File: src/rtl/decoder_4_dispatch_pkg.sv
// decoder_4_dispatch_pkg: shared state encoding and sizing constants for the one-hot dispatcher
package decoder_4_dispatch_pkg;
  typedef enum logic {IDLE, DRIVE} state_e;
  localparam int IDX_W = 2;
  localparam int LINES = 4;
  localparam int DEPTH_DEFAULT = 4;
endpackage

File: src/rtl/decoder_4_dispatch_fifo_sync.sv
// fifo_sync: synchronous FIFO with combinational head read and occupancy count
module fifo_sync #(
  parameter int WIDTH = 2,
  parameter int DEPTH = 4,
  localparam int AW = $clog2(DEPTH)
) (
  input  logic             i_clk,
  input  logic             i_rst_n,
  input  logic             i_push,
  input  logic [WIDTH-1:0] i_wdata,
  input  logic             i_pop,
  output logic [WIDTH-1:0] o_rdata,
  output logic [AW:0]      o_count
);
  logic [WIDTH-1:0] mem_q [DEPTH];
  logic [AW-1:0] wr_ptr_q, wr_ptr_d, rd_ptr_q, rd_ptr_d;
  logic [AW:0] count_q, count_d;
  // Power-of-two depth lets the pointers wrap by plain overflow
  always_comb begin
    wr_ptr_d = wr_ptr_q + AW'(i_push);
    rd_ptr_d = rd_ptr_q + AW'(i_pop);
    count_d = count_q + (AW+1)'(i_push) - (AW+1)'(i_pop);
  end
  always_ff @(posedge i_clk) begin
    if (!i_rst_n) begin
      wr_ptr_q <= '0;
      rd_ptr_q <= '0;
      count_q <= '0;
    end else begin
      wr_ptr_q <= wr_ptr_d;
      rd_ptr_q <= rd_ptr_d;
      count_q <= count_d;
    end
  end
  always_ff @(posedge i_clk) if (i_push) mem_q[wr_ptr_q] <= i_wdata;
  assign o_rdata = mem_q[rd_ptr_q];
  assign o_count = count_q;
endmodule

File: src/rtl/decoder_4_dispatch.sv
// decoder_4_dispatch: buffers encoded indices and drives them out one-hot under a valid/ack handshake
module decoder_4_dispatch
  import decoder_4_dispatch_pkg::*;
#(
  parameter int DEPTH = DEPTH_DEFAULT,
  localparam int CW = $clog2(DEPTH) + 1
) (
  input  logic             i_clk,
  input  logic             i_rst_n,
  input  logic             i_valid,
  input  logic [IDX_W-1:0] i_index,
  output logic             o_ready,
  output logic [LINES-1:0] o_onehot,
  output logic             o_valid,
  input  logic             i_ack,
  output logic [CW-1:0]    o_count
);
  state_e state_q, state_d;
  logic [LINES-1:0] onehot_q, onehot_d;
  logic [IDX_W-1:0] head;
  logic has, pop, push;
  fifo_sync #(.WIDTH(IDX_W), .DEPTH(DEPTH)) u_fifo (
    .i_clk(i_clk), .i_rst_n(i_rst_n), .i_push(push), .i_wdata(i_index),
    .i_pop(pop), .o_rdata(head), .o_count(o_count)
  );
  // Ready comes from registered occupancy only, so a full buffer refuses even during a pop
  assign o_ready = o_count < CW'(DEPTH);
  assign push = i_valid && o_ready;
  assign has = o_count != '0;
  always_comb begin
    pop = (state_q == IDLE || i_ack) && has;
    state_d = (state_q == IDLE || i_ack) ? (has ? DRIVE : IDLE) : state_q;
    onehot_d = (state_q == IDLE || i_ack) ? (has ? LINES'(1) << head : '0) : onehot_q;
  end
  always_ff @(posedge i_clk) begin
    if (!i_rst_n) begin
      state_q <= IDLE;
      onehot_q <= '0;
    end else begin
      state_q <= state_d;
      onehot_q <= onehot_d;
    end
  end
  assign o_onehot = onehot_q;
  assign o_valid = state_q == DRIVE;
endmodule

File: config.mk
export PLATFORM = sky130hd
export DESIGN_NAME = decoder_4_dispatch
export DESIGN_NICKNAME = d
export VERILOG_FILES = /design/src/rtl/decoder_4_dispatch_pkg.sv /design/src/rtl/decoder_4_dispatch_fifo_sync.sv /design/src/rtl/decoder_4_dispatch.sv
export SDC_FILE = /design/constraint.sdc
export NUM_CORES = 1
export LEC_CHECK = 0
export ABC_AREA = 1
export BUFFER_PORTS_ARGS = -buffer_cell sky130_fd_sc_hd__buf_2
export CAP_MARGIN = 20
export CELL_PAD_IN_SITES_DETAIL_PLACEMENT = 2
export CELL_PAD_IN_SITES_GLOBAL_PLACEMENT = 2
export CORE_UTILIZATION = 37
export CTS_BUF_LIST = sky130_fd_sc_hd__clkbuf_8
export DETAILED_ROUTE_END_ITERATION = 12
export HOLD_SLACK_MARGIN = 0.02
export PLACE_DENSITY_LB_ADDON = 0.3
export SYNTH_ARGS = -nofsm -noshare
export SYNTH_HDL_FRONTEND = slang
export SYNTH_SLANG_ARGS = --single-unit
File: constraint.sdc
create_clock -name i_clk -period 4.1 [get_ports i_clk]
set_input_delay 0.205 -clock i_clk [delete_from_list [all_inputs] [get_ports i_clk]]
set_output_delay 0.205 -clock i_clk [all_outputs]
set_load 0.01 [all_outputs]
==> results.txt <==
Via count: 711
Worst hold-check slack: 160.3 ps
Post_cts resized: 0
Htree depth: 1
Hold Path Depth: 1
CTS Root Cell: clkbuf_8
Setup tns final: 0 ps
Finish-stage setup viols: 0
Antenna-violating nets left: 0
Share of layout cells above drive strength 1: 20.51%
Hold Vio Cnt, Final: 0
Netlist cell types: 18
Clock Pin Slew Worst Setup and Hold Paths: 80 ps
DRC violations left: 0
Pwr per Cell Area: 775.1 nW/um^2
Worst-Margin Slew: 394.8 ps
Crit path DAT: 2370 ps
Peak VDD IR: 378.8 uV
Hold WC Path Type: in2reg
Final slew viol count: 0
CORE AREA: 2233 um^2
Crit path capture type: register
Total track usage: 22.55%
Die Footprint: 2605 um^2
Cell Rows: 17
Post-route minimum period: 2215 ps
Die X: 51.04 um
RSZ-0062 raised after global routing: no
Worst r2r path cells: 10
CTS Buffer Depth: 2
Reg area: 480.5 um^2
Crit path required time: 4260 ps
Global-route wire length before repair: 4050 um
Multi-input logic area: 345.3 um^2
Initial Utilization: 39.83%
DR iter-0 viols: 12
GRT met1 Usage: 24.58%
CP Max Fanout: 7
Clk_skew: 0.6077 ps
# IOs: 15
CTS Buf Count: 3
Power Total: 826.3 uW
Post-DP HPWL: 1761 um
Seq/Total Area, Yosys: 54.01%
Placer Congestion: 0.7780
Avg WL per Cell: 17.06 um
Nature of the critical path startpoint: register
Maximum clock frequency: 0.4515 GHz
Global route hottest layer: met2
CTS Sinks: 20
Vias in the first global route: 806
Clock latency on the worst-skew pair: 260 ps
Nets: 129
Synth-to-layout area growth: 19.83%
Cts hold-fix bufs: 0
Overflow after GRT: 0
Drt via density: 4.903
Cell Area, Synth: 889.6 um^2
Post-Route WL: 2473 um
Util after Layout: 47.73%
Syn Nets: 110
Fillers: 258
Pleak: 0.0005038 uW
Status: finished, final reports clean
Synthesized area per cell: 8.986 um^2
I/O Buffers: 14
Worst rel slew slack: 73.48%
Kind of critical path: reg2reg
Max-Cap Viols: 0
Die Y-Extent: 51.04 um
N_diodes: 0
M3 GR Usage: 5.357%
1st-pass router iterations: 4
CTS tree: done
Post-Syn Instances: 99
Antenna violations before repair: 0
Synth Warn #: 0
Post-CTS setup buffer count: 0
M2 GR Usage: 42.98%
Fin crit share: 54.01%
Yosys reg bits: 20
Largest net degree at the start of global routing: 13
## worst max-delay path: stages (launching register included)
cell and delay, ps:
dfxtp_1 440, nor2_1 120, a21oi_4 240, ha_1 280, inv_1 60, ha_1 140
inv_1 50, fa_1 400, xor2_1 170, o21ai_0 160, a21oi_1 50
## cells in the mapped netlist
cell type / n / area, um^2
nor3_1: 4 / 20.02
edfxtp_1: 8 / 240.2
a21oi_1: 4 / 20.02
nand3_1: 9 / 45.04
xor2_1: 1 / 8.760
nor2_1: 4 / 15.01
fa_1: 1 / 20.02
inv_2: 2 / 7.510
nand2_2: 1 / 6.260
a21oi_4: 1 / 16.27
nand2_1: 27 / 101.4
nor2_2: 1 / 6.260
xnor2_1: 2 / 17.52
inv_1: 15 / 56.30
o21ai_0: 2 / 10.01
ha_1: 4 / 50.05
dfxtp_1: 12 / 240.2
a21oi_2: 1 / 8.760
## per-layer routing
layer | part of all wire (%) | up-vias | routed length (um)
met2 | 56 | 9 | 1385
met1 | 41 | 350 | 1011
li1 | - | 349 | -
met3 | 2.4 | 3 | 59
met4 | 0.65 | 0 | 16
met5 | 0 | - | 0
## kinds of logic after synthesis
logic type,after synthesis,share of synthesized area (%)
adders and majority gates,5,7.877
AOI/OAI and AO/OA,8,6.189
DFF,20,54.01
xor gates and xnor gates,3,2.954
and+or+nand+nor,46,21.80
buffers and inverters,17,7.173
## power by group
part           internal, uW  switching [uW]  total (uW)
Sequential              255            43.1         298
Clock                   130            70.6         201
Combinational           121             206         327
Total                   506             320         826
## final timing paths
path                          start            endpoint  slack, ps
setup / recovery  u_fifo.o_count[1]   u_fifo.o_count[2]       1890
setup reg to reg  u_fifo.o_count[1]   u_fifo.o_count[2]       1890
hold / removal           i_index[1]  u_fifo.mem_q[2][1]        160
hold reg to reg         o_onehot[2]         o_onehot[2]        490
## through the flow
step | instances | area (um^2) | worst slack, ps
after floorplan | 99 | 889.6 | 2080
after global placement | 141 | 994.7 | 2053
after detailed placement | 141 | 994.7 | 1962
after CTS | 145 | 1066 | 1857
after global routing | 145 | 1066 | 1714
final | 145 | 1066 | 1885
## sequential cells by signal, summed over array words and instances (netlist names)
name             flops
u_fifo.wr_ptr_q      2
o_valid              1
u_fifo.o_count       3
o_onehot             4
u_fifo.mem_q         8
u_fifo.rd_ptr_q      2
## layout make-up
| cell class | instances | share of cell area [%] |
|---|---|---|
| clock buffers | 3 | 3.873 |
| clock inverters | 1 | 2.817 |
| inverters | 17 | 5.986 |
| multi-input cells | 62 | 32.39 |
| flip-flops and latches | 20 | 45.07 |
| well taps | 28 | 3.286 |
| repair buffers | 14 | 6.573 |
## placed cells by master, fill, tap and decap left out, drive strengths merged, types with 2 or more instances in the layout
master  synthesis  final
nand2          28     28
clkbuf          0      3
dfxtp          12     12
nor2            5      5
xnor2           2      2
edfxtp          8      8
nor3            4      4
buf             0     14
nand3           9      9
o21ai           2      2
a21oi           6      6
inv            17     17
ha              4      4
Note: power is estimated with default switching activity, not from simulation.
